$ cat src/rtl/fetch_unit_if.sv
// Fetch-unit bus: program start/stall control, instruction memory port,
// decoded branch request and branch-target table write port.
interface fetch_unit_if;
  logic       Start;
  logic       Stall;
  logic [8:0] InstData;
  logic [9:0] InstAddr;
  logic [8:0] Instr;
  logic       InstrValid;
  logic [1:0] Branch;
  logic       CondFlag;
  logic       LutWe;
  logic [4:0] LutIdx;
  logic [9:0] LutData;
  logic       Done;

  modport master (
    output Start, Stall, InstData, Branch, CondFlag, LutWe, LutIdx, LutData,
    input  InstAddr, Instr, InstrValid, Done
  );

  modport slave (
    input  Start, Stall, InstData, Branch, CondFlag, LutWe, LutIdx, LutData,
    output InstAddr, Instr, InstrValid, Done
  );
endinterface

$ cat src/rtl/fetch_unit.sv
// Instruction fetch FSM (IDLE/RUN/HALT) with a 32-entry branch-target table.
// Fetch latency 1 cycle, taken branch costs one bubble; Stall freezes PC/Instr/state.
module fetch_unit (
  input  logic         Clk,
  input  logic         Reset,
  fetch_unit_if.slave  bus
);

  typedef enum logic [1:0] {IDLE, RUN, HALT} state_t;

  localparam logic [8:0] NOP_WORD  = 9'b010000001;
  localparam logic [8:0] HALT_WORD = 9'b111111111;

  state_t     state;
  logic [9:0] pc;
  logic [8:0] instr;
  logic       instr_valid;
  logic       done;
  logic [9:0] lut [32];

  logic       cond_ok;
  logic       taken;
  logic       halt_hit;
  logic [9:0] target;

  // Table writes are independent of FSM state and Stall.
  always_ff @(posedge Clk or negedge Reset) begin
    if (!Reset) begin
      for (int i = 0; i < 32; i++) lut[i] <= '0;
    end else if (bus.LutWe) begin
      lut[bus.LutIdx] <= bus.LutData;
    end
  end

  always_comb begin
    cond_ok = 1'b0;
    case (bus.Branch)
      2'b11:   cond_ok = 1'b1;
      2'b01:   cond_ok = bus.CondFlag;
      2'b10:   cond_ok = ~bus.CondFlag;
      default: cond_ok = 1'b0;
    endcase
  end

  // A bubble never redirects or halts; the read sees the pre-write table value.
  assign taken    = instr_valid && cond_ok;
  assign halt_hit = instr_valid && (instr == HALT_WORD);
  assign target   = lut[instr[4:0]];

  always_ff @(posedge Clk or negedge Reset) begin
    if (!Reset) begin
      state       <= IDLE;
      pc          <= '0;
      instr       <= NOP_WORD;
      instr_valid <= 1'b0;
      done        <= 1'b0;
    end else begin
      case (state)
        IDLE: begin
          if (bus.Start) begin
            state       <= RUN;
            pc          <= '0;
            instr       <= NOP_WORD;
            instr_valid <= 1'b0;
          end
        end
        RUN: begin
          if (!bus.Stall) begin
            if (halt_hit) begin
              state       <= HALT;
              instr       <= NOP_WORD;
              instr_valid <= 1'b0;
              done        <= 1'b1;
            end else if (taken) begin
              pc          <= target;
              instr       <= NOP_WORD;
              instr_valid <= 1'b0;
            end else begin
              instr       <= bus.InstData;
              instr_valid <= 1'b1;
              pc          <= pc + 10'd1;
            end
          end
        end
        HALT: begin
          if (bus.Start && !bus.Stall) begin
            state <= RUN;
            pc    <= '0;
            done  <= 1'b0;
          end
        end
        default: state <= IDLE;
      endcase
    end
  end

  assign bus.InstAddr   = pc;
  assign bus.Instr      = instr;
  assign bus.InstrValid = instr_valid;
  assign bus.Done       = done;

endmodule

$ cat src/flat_wrapper.sv
// flat-port wrapper written by rule: the top's interface ports become plain ports
module fetch_unit_flat 
  (Clk, Reset, bus_Start, bus_Stall, bus_InstData, bus_Branch, bus_CondFlag, bus_LutWe, bus_LutIdx, bus_LutData, bus_InstAddr, bus_Instr, bus_InstrValid, bus_Done);
  fetch_unit_if bus_i ();
  input  logic Clk;
  input  logic Reset;
  input wire logic [$bits(bus_i.Start)-1:0] bus_Start;
  input wire logic [$bits(bus_i.Stall)-1:0] bus_Stall;
  input wire logic [$bits(bus_i.InstData)-1:0] bus_InstData;
  input wire logic [$bits(bus_i.Branch)-1:0] bus_Branch;
  input wire logic [$bits(bus_i.CondFlag)-1:0] bus_CondFlag;
  input wire logic [$bits(bus_i.LutWe)-1:0] bus_LutWe;
  input wire logic [$bits(bus_i.LutIdx)-1:0] bus_LutIdx;
  input wire logic [$bits(bus_i.LutData)-1:0] bus_LutData;
  output wire logic [$bits(bus_i.InstAddr)-1:0] bus_InstAddr;
  output wire logic [$bits(bus_i.Instr)-1:0] bus_Instr;
  output wire logic [$bits(bus_i.InstrValid)-1:0] bus_InstrValid;
  output wire logic [$bits(bus_i.Done)-1:0] bus_Done;
  assign bus_i.Start = bus_Start;
  assign bus_i.Stall = bus_Stall;
  assign bus_i.InstData = bus_InstData;
  assign bus_i.Branch = bus_Branch;
  assign bus_i.CondFlag = bus_CondFlag;
  assign bus_i.LutWe = bus_LutWe;
  assign bus_i.LutIdx = bus_LutIdx;
  assign bus_i.LutData = bus_LutData;
  assign bus_InstAddr = bus_i.InstAddr;
  assign bus_Instr = bus_i.Instr;
  assign bus_InstrValid = bus_i.InstrValid;
  assign bus_Done = bus_i.Done;
  fetch_unit u_core (.Clk(Clk), .Reset(Reset), .bus(bus_i));
endmodule
$ cat config.mk
export PLATFORM = sky130hd
export DESIGN_NAME = fetch_unit_flat
export DESIGN_NICKNAME = d
export VERILOG_FILES = /design/src/rtl/fetch_unit_if.sv /design/src/rtl/fetch_unit.sv /design/src/flat_wrapper.sv
export SDC_FILE = /design/constraint.sdc
export NUM_CORES = 1
export LEC_CHECK = 0
export ABC_AREA = 1
export CAP_MARGIN = 25
export CORE_MARGIN = 4
export CORE_UTILIZATION = 50
export CTS_CLUSTER_SIZE = 24
export DETAILED_ROUTE_END_ITERATION = 12
export PLACE_DENSITY = 0.67
export SLEW_MARGIN = 5
export SYNTH_ARGS = -nofsm -noshare
export SYNTH_HDL_FRONTEND = slang
export SYNTH_SLANG_ARGS = --single-unit
$ cat constraint.sdc
create_clock -name Clk -period 2.6 [get_ports Clk]
set_clock_uncertainty 0.2 [all_clocks]
set_input_delay 0.65 -clock Clk [delete_from_list [all_inputs] [get_ports Clk]]
set_output_delay 0.65 -clock Clk [all_outputs]
set_load 0.01 [all_outputs]
==> results by group, run 1 <==
Layout
  • Register Area: between 8000 and 9000 um^2
  • Multi-input gate area: about 6300 um^2
  • Ant. Diodes: 0
  • Layout cells sized above 1: 8.084%
  • Nets: between 2,000 and 2,500
  • Final instance area: between 15,000 and 20,000 um^2
  • Layout area overhead: 17.02%
  • Filler cell count: 2,766

Floorplanning
  • Die area: approximately 35,000 um^2
  • Initial Utilization: 51.14%
  • Core area: about 31,000 um^2
  • Number of cell rows: 64
  • Io pins: between 50 and 60
  • Chip width: around 190 um
  • Die Y: about 190 um

Logic synthesis
  • Post-synthesis sequential area ratio: between 50% and 60%
  • FF+latch count, synth: roughly 340
  • Unique cell type count in the Yosys netlist: 33
  • Net Count, Synth: just over 2,000
  • Synth area leader: dfrtp_1
  • Mapped Area: 15,810 um^2
  • Yosys top cell area share: a little over half
  • YS warnings: 0
  • Largest cells by area after synthesis: dfrtp_1, nand2_1, o21ai_0, nand3_1, a21oi_1
  • Avg Cell Area, Syn: about 7.9 um^2
  • Cells after Synth: ~2,000

Worst setup path
  • Worst path max stage delay: a little over 0.6 ns
  • Slowest CP cell: clkdlybuf4s50_1
  • Worst Path Buf+Inv: 1
  • CP Launch Type: register
  • Critical Path Sink Type: output port
  • Setup Crit Path Kind: reg -> out
  • Kind of cell adding the most delay to the critical path: buffers and inverters
  • Critical Path AT: approximately 1.7 ns
  • R2R Path End: u_core.bus.InstAddr[0]$_DFFE_PN0P_
  • Worst reg2reg path depth: 9
  • Worst-path cell chain: clkdlybuf4s50_1
  • Critical Path Fanout Max: 12
  • CP required: 1.75 ns
  • Flop2flop setup slack: between 0.15 and 0.2 ns
  • Reg-to-reg startpoint: u_core.bus.Instr[0]$_DFFE_PN1P_
  • CP Depth: 1

Global route
  • First-pass GRT wire length: slightly above 70 mm
  • Largest net degree at the start of global routing: between 60 and 70
  • Antenna violations before repair: 0
  • Gr ovfl total: 0
  • Global Route Usage Sum: about a quarter
  • Vias in the first global route: around 13,000

Timing
  • Final slew viol count: 0
  • RSZ-0062 raised after global routing: false
  • Period utilization: a little over nine tenths
  • Final TNS setup: 0 ns
  • FMAX: between 0.3 and 0.4 GHz
  • Worst slew pin tran: between 0.4 and 0.5 ns
  • Fin crit period: roughly 2.5 ns
  • Worst rel slew slack: 67.48%
  • Final Hold Fails: 0
  • Final Setup Violations: 0

Placed design
  • Placer Congestion: about 0.84
  • Port bufs: 52
  • DP Area: 17,220 um^2
  • Post-detail-place hpwl: ~28 mm

CTS
  • Num CTS Buffers: 39
  • Num Clock Sinks: 343
  • Clk_lat worst skew: between 0.5 and 0.6 ns
  • TritonCTS clock tree: yes
  • Maximum buffer depth of the clock tree: 3
  • CTS clock-pin slew for the worst setup and hold paths: roughly 0.06 ns
  • Htree depth: 2
  • CTS root buffer: clkbuf_16

Pwr
  • Leak: around 0.0087 uW
  • Total power divided by cell area: between 900 and 1000 nW/um^2
  • VDD IR max: a little under 0.0006 V

Route
  • 1st-iter DRT viols: 1,425
  • Vias per std cell: approximately 5.6
  • Routed len/inst: ~18 um
  • ANT nets after route: 0
  • DRT Pass-1 Iters: 5
  • Total Wirelength: 44.51 mm
  • DRC viols: 0
  • Routed via count: between 10,000 and 15,000

Hold path
  • HP Class: reg -> reg
  • WHS Endpoint: u_core.bus.Done$_DFFE_PN0P_
  • Hold Crit Depth: 2
  • Hold_sp: u_core.bus.Done$_DFFE_PN0P_

Job
  • Max-cap violations: 0

Run status
  • Run status: finished clean
## power by group
group	switching (uW)	internal (uW)	leakage, uW
Clock	2120	3260	0.000624
Sequential	699	6420	0.00443
Combinational	3800	2040	0.00361
Total	6620	11700	0.00867
## cells in the final DEF, fill, tap and decap left out, drive strengths merged, types with 2 or more instances in the layout
cell | Yosys | routed
nand2 | 718 | 718
o21ai | 363 | 363
dfrtp | 341 | 341
nand3 | 140 | 140
buf | 56 | 89
a21oi | 87 | 87
inv | 69 | 70
clkbuf | 101 | 62
nor2 | 59 | 59
clkdlybuf4s50 | 0 | 50
nor3 | 13 | 13
o22ai | 9 | 9
a21boi | 8 | 8
o211ai | 8 | 8
clkinv | 0 | 4
xnor2 | 3 | 3
or2 | 3 | 3
nor4 | 3 | 3
xor2 | 2 | 2
dfstp | 2 | 2
## worst max path at each step
stage,from,endpoint,slack [ns]
2_1_floorplan,u_core.bus.Instr[0]$_DFFE_PN1P_,u_core.bus.InstAddr[9]$_DFFE_PN0P_,0.74
4_1_cts,u_core.bus.Instr[4]$_DFFE_PN0P_,bus_Instr[4],0.07
6_report,u_core.bus.Instr[4]$_DFFE_PN0P_,bus_Instr[4],0.08
3_3_place_gp,bus_LutIdx[3],u_core.lut[200]$_DFFE_PN0P_,0.07
3_5_place_dp,bus_LutIdx[3],u_core.lut[205]$_DFFE_PN0P_,0.01
5_1_grt,u_core.bus.Instr[4]$_DFFE_PN0P_,bus_Instr[4],0.05
## registers in the layout (all words and copies together), names as in the netlist
name and cells:
u_core.bus.Done 1, u_core.bus.InstAddr 10, u_core.bus.Instr 9, u_core.bus.InstrValid 1, u_core.lut 320, u_core.state 2
## per-stage QoR
stage	total power [uW]	util, %	setup WS (ns)	hold slack (ns)	cells
after CTS	18400	59.84	0.07239	0.2820	2437
after global routing	19470	59.84	0.05487	0.2983	2437
after floorplan	10670	-	0.7412	0.1544	1989
after global placement	12830	55.72	0.07389	0.2609	2368
final	18350	59.84	0.07815	0.2748	2437
after detailed placement	12970	55.72	0.01337	0.2682	2368
## synthesized netlist by cell type
library cell,number
buf_1,4
buf_6,1
nor4_1,2
nand3_1,139
nor3b_2,1
inv_1,65
xnor2_1,3
nor2_2,3
inv_4,1
o22ai_1,9
nor4_4,1
a21oi_1,87
nand2_1,718
ha_1,1
or2_1,1
buf_4,14
o21ai_1,4
buf_2,37
dfrtp_1,341
clkbuf_1,101
xor2_1,2
a31oi_1,1
o21ai_0,359
nor3_2,1
dfstp_2,2
nor2_1,56
o211ai_1,8
nor3_1,12
inv_2,3
nand3b_1,1
or2_2,2
nand3_2,1
a21boi_0,8
## routing by layer
metal | share of wire, % | routed length [um] | track usage, %
met1 | 45 | 20010 | 37.37
met2 | 45 | 19990 | 40.92
met3 | 7.2 | 3221 | 5.824
met4 | 2.9 | 1288 | 8.015
met5 | 0 | 0 | 0
## area by class of cell
class                   instances  area share, %
multi-input cells            1420          33.93
clock inverters                 6         0.3179
repair buffers                141          8.692
flip-flops and latches        343          46.45
well taps                     396          2.679
inverters                      69          1.414
clock buffers                  62          6.514
## kinds of logic after synthesis
group / share of synthesized area [%]
compound gates: 15.40
xor+xnor: 0.2771
fa+ha+maj: 0.07915
buf+inv: 6.056
flops: 54.32
simple gates: 23.87
## what timing repair did
action                                  in CTS  in global routing
endpoints found under the setup margin       2                  0
resized for setup                            2                  0
endpoints found under the hold margin       46                  0
hold buffers                                 1                  0
buffers inserted                             0                  0
## worst reg2reg max path, cell delays in order (launching register included)
cell	delay [ns]
dfstp_4	0.67
buf_4	0.27
buf_12	0.26
nand2_1	0.09
a21boi_0	0.13
o211ai_1	0.37
nand3_1	0.12
nand3_1	0.13
nand2_1	0.06
nand2_1	0.05
Note: power is estimated with default switching activity, not from simulation.
==> run 2, diff against run 1 <==
--- a/config.mk
+++ b/config.mk
@@ -6,12 +6,12 @@
 export NUM_CORES = 1
 export LEC_CHECK = 0
 export ABC_AREA = 1
-export CAP_MARGIN = 25
 export CORE_MARGIN = 4
 export CORE_UTILIZATION = 50
 export CTS_CLUSTER_SIZE = 24
 export DETAILED_ROUTE_END_ITERATION = 12
 export PLACE_DENSITY = 0.67
+export SKIP_CTS_REPAIR_TIMING = 1
 export SLEW_MARGIN = 5
 export SYNTH_ARGS = -nofsm -noshare
 export SYNTH_HDL_FRONTEND = slang
==> results by group, run 2 (synthesis results as in run 1) <==
Worst setup path
  • Critical Path Sink Type: output port
  • Worst Path Buf+Inv: 1 (unchanged)
  • Critical Path Source: u_core.bus.Instr[4]$_DFFE_PN0P_
  • Worst path max stage delay: 0.61 ns (about the same)
  • Kind of cell adding the most delay to the critical path: buffers and inverters
  • Critical Path Fanout Max: 12 (unchanged)
  • CP required: 1.75 ns (about the same)
  • Worst reg2reg path depth: 9 (unchanged)
  • Worst-path cell chain: clkdlybuf4s50_1
  • Flop2flop setup slack: 0.19 ns (about the same)
  • CP Launch Type: register
  • R2R Path End: u_core.bus.InstAddr[0]$_DFFE_PN0P_
  • Critical Path AT: 1.67 ns (about the same)
  • Worst setup endpoint: bus_Instr[4]
  • Reg-to-reg startpoint: u_core.bus.Instr[0]$_DFFE_PN1P_
  • Setup Crit Path Kind: reg -> out
  • CP Depth: 1 (unchanged)
  • Slowest CP cell: clkdlybuf4s50_1

Timing
  • Period utilization: 97.00% (about the same)
  • FMAX: 0.3965 GHz (about the same)
  • Final Setup Violations: 0 (unchanged)
  • Final TNS setup: 0 ns (unchanged)
  • Fin crit period: 2.522 ns (+0.0001567 ns)
  • Worst slew pin tran: 0.4874 ns (+0.0003231 ns)
  • Worst rel slew slack: 67.46% (about the same)
  • RSZ-0062 raised after global routing: false
  • Worst setup margin: 0.07799 ns (-0.0001567 ns)
  • Final Hold Fails: 0 (unchanged)
  • Final slew viol count: 0 (unchanged)

Layout
  • Commonest non-fill, non-tap cell in the layout: nand2_1
  • Nets: 2,047 (unchanged)
  • Layout cells sized above 1: 8.084% (unchanged)
  • Most frequent cells in the layout: nand2_1, o21ai_0, dfrtp_1
  • Multi-input gate area: 6276 um^2 (unchanged)
  • Layout area overhead: 17.04% (about the same)
  • Register Area: 8592 um^2 (unchanged)
  • Filler cell count: 2,764 (-0.072%)
  • Max reg flops: 320 (unchanged)
  • Final instance area: 18,500 um^2 (about the same)
  • Ant. Diodes: 0 (unchanged)
  • Reg with most FFs: u_core.lut

Floorplanning
  • Core area: 30,910 um^2 (unchanged)
  • Chip width: 185.8 um (unchanged)
  • Initial Utilization: 51.14% (unchanged)
  • Die Y: 185.8 um (unchanged)
  • Io pins: 53 (unchanged)
  • Die area: 34,520 um^2 (unchanged)
  • Number of cell rows: 64 (unchanged)

Placed design
  • Port bufs: 52 (unchanged)
  • DP Area: 17,220 um^2 (unchanged)
  • Placer Congestion: 0.8399 (unchanged)
  • Pre-CTS WS: 0.01337 ns (unchanged)
  • Post-detail-place hpwl: 28.18 mm (unchanged)

Route
  • DRC viols: 0 (unchanged)
  • Routed via count: 13,570 (+0.10%)
  • Total Wirelength: 44.53 mm (about the same)
  • Vias per std cell: 5.569 (+0.10%)
  • ANT nets after route: 0 (unchanged)
  • DRT Pass-1 Iters: 5 (unchanged)
  • Routed len/inst: 18.27 um (about the same)
  • 1st-iter DRT viols: 1,425 (unchanged)

Global route
  • First-pass GRT wire length: 71.91 mm (unchanged)
  • Gr ovfl total: 0 (unchanged)
  • Largest net degree at the start of global routing: 66 (unchanged)
  • Vias in the first global route: 13,180 (unchanged)
  • Antenna violations before repair: 0 (unchanged)
  • Global Route Usage Sum: 26.32% (unchanged)

CTS
  • Num CTS Buffers: 39 (unchanged)
  • TritonCTS clock tree: yes
  • Clk_lat worst skew: 0.52 ns (about the same)
  • CTS root buffer: clkbuf_16
  • CTS clock-pin slew for the worst setup and hold paths: 0.06 ns (about the same)
  • Num Clock Sinks: 343 (unchanged)
  • Htree depth: 2 (unchanged)
  • Maximum buffer depth of the clock tree: 3 (unchanged)

Pwr
  • Total power divided by cell area: 992.1 nW/um^2 (about the same)
  • P_int: 11,730 uW (about the same)
  • Leak: 0.008670 uW (about the same)
  • Reg power frac: 38.8% (about the same)
  • Clk pwr share: 29.4% (about the same)
  • NetSw: 6622 uW (about the same)
  • Switching Fraction: 36.08% (about the same)
  • VDD IR max: 0.0005954 V (about the same)
  • Logic pwr share: 31.8% (about the same)

Hold path
  • HP Class: reg -> reg

Job
  • Max-cap violations: 0 (unchanged)

Run status
  • Run status: finished clean
-- run 2: final cells by class --
cell class | instances | area share, %
flip-flops and latches | 343 | 46.44
repair buffers | 141 | 8.711
well taps | 396 | 2.678
clock buffers | 62 | 6.513
multi-input cells | 1420 | 33.92
inverters | 69 | 1.414
clock inverters | 6 | 0.3179
-- run 2: worst min path at each step --
stage	start	to	slack (ns)	cells past startpoint
global placement	u_core.lut[257]$_DFFE_PN0P_	u_core.lut[257]$_DFFE_PN0P_	0.26	2
global route	u_core.lut[157]$_DFFE_PN0P_	u_core.lut[157]$_DFFE_PN0P_	0.30	2
floorplan	Reset	u_core.bus.Done$_DFFE_PN0P_	0.15	0
detailed placement	u_core.lut[62]$_DFFE_PN0P_	u_core.lut[62]$_DFFE_PN0P_	0.27	2
CTS	Reset	u_core.lut[260]$_DFFE_PN0P_	-0.13	1
finish	u_core.bus.Done$_DFFE_PN0P_	u_core.bus.Done$_DFFE_PN0P_	0.27	2
-- run 2: layer usage --
metal / track usage [%] / part of all wire, % / vias up
met5: 0 / 0 / -
met4: 8.015 / 2.9 / 0
met3: 5.824 / 7.3 / 85
met2: 40.92 / 45 / 445
met1: 37.37 / 45 / 6521
li1: - / - / 6521
-- run 2: power groups by stage --
| stage | clock network (uW) | registers, uW | logic [uW] |
|---|---|---|---|
| 5_1_grt | 5710 | 7250 | 6520 |
| 3_5_place_dp | 0 | 7190 | 5790 |
| 3_3_place_gp | 0 | 7140 | 5690 |
| 6_report | 5390 | 7120 | 5850 |
| 4_1_cts | 5480 | 7100 | 5820 |
| 2_1_floorplan | 0 | 7030 | 3640 |
-- run 2: stage by stage --
stage / instances / util (%) / hold slack (ns) / total power [uW]
finish: 2437 / 59.85 / 0.2748 / 18350
global route: 2437 / 59.85 / 0.2983 / 19470
CTS: 2436 / 59.81 / -0.1315 / 18410
detailed placement: 2368 / 55.72 / 0.2682 / 12970
global placement: 2368 / 55.72 / 0.2609 / 12830
floorplan: 1989 / - / 0.1544 / 10670
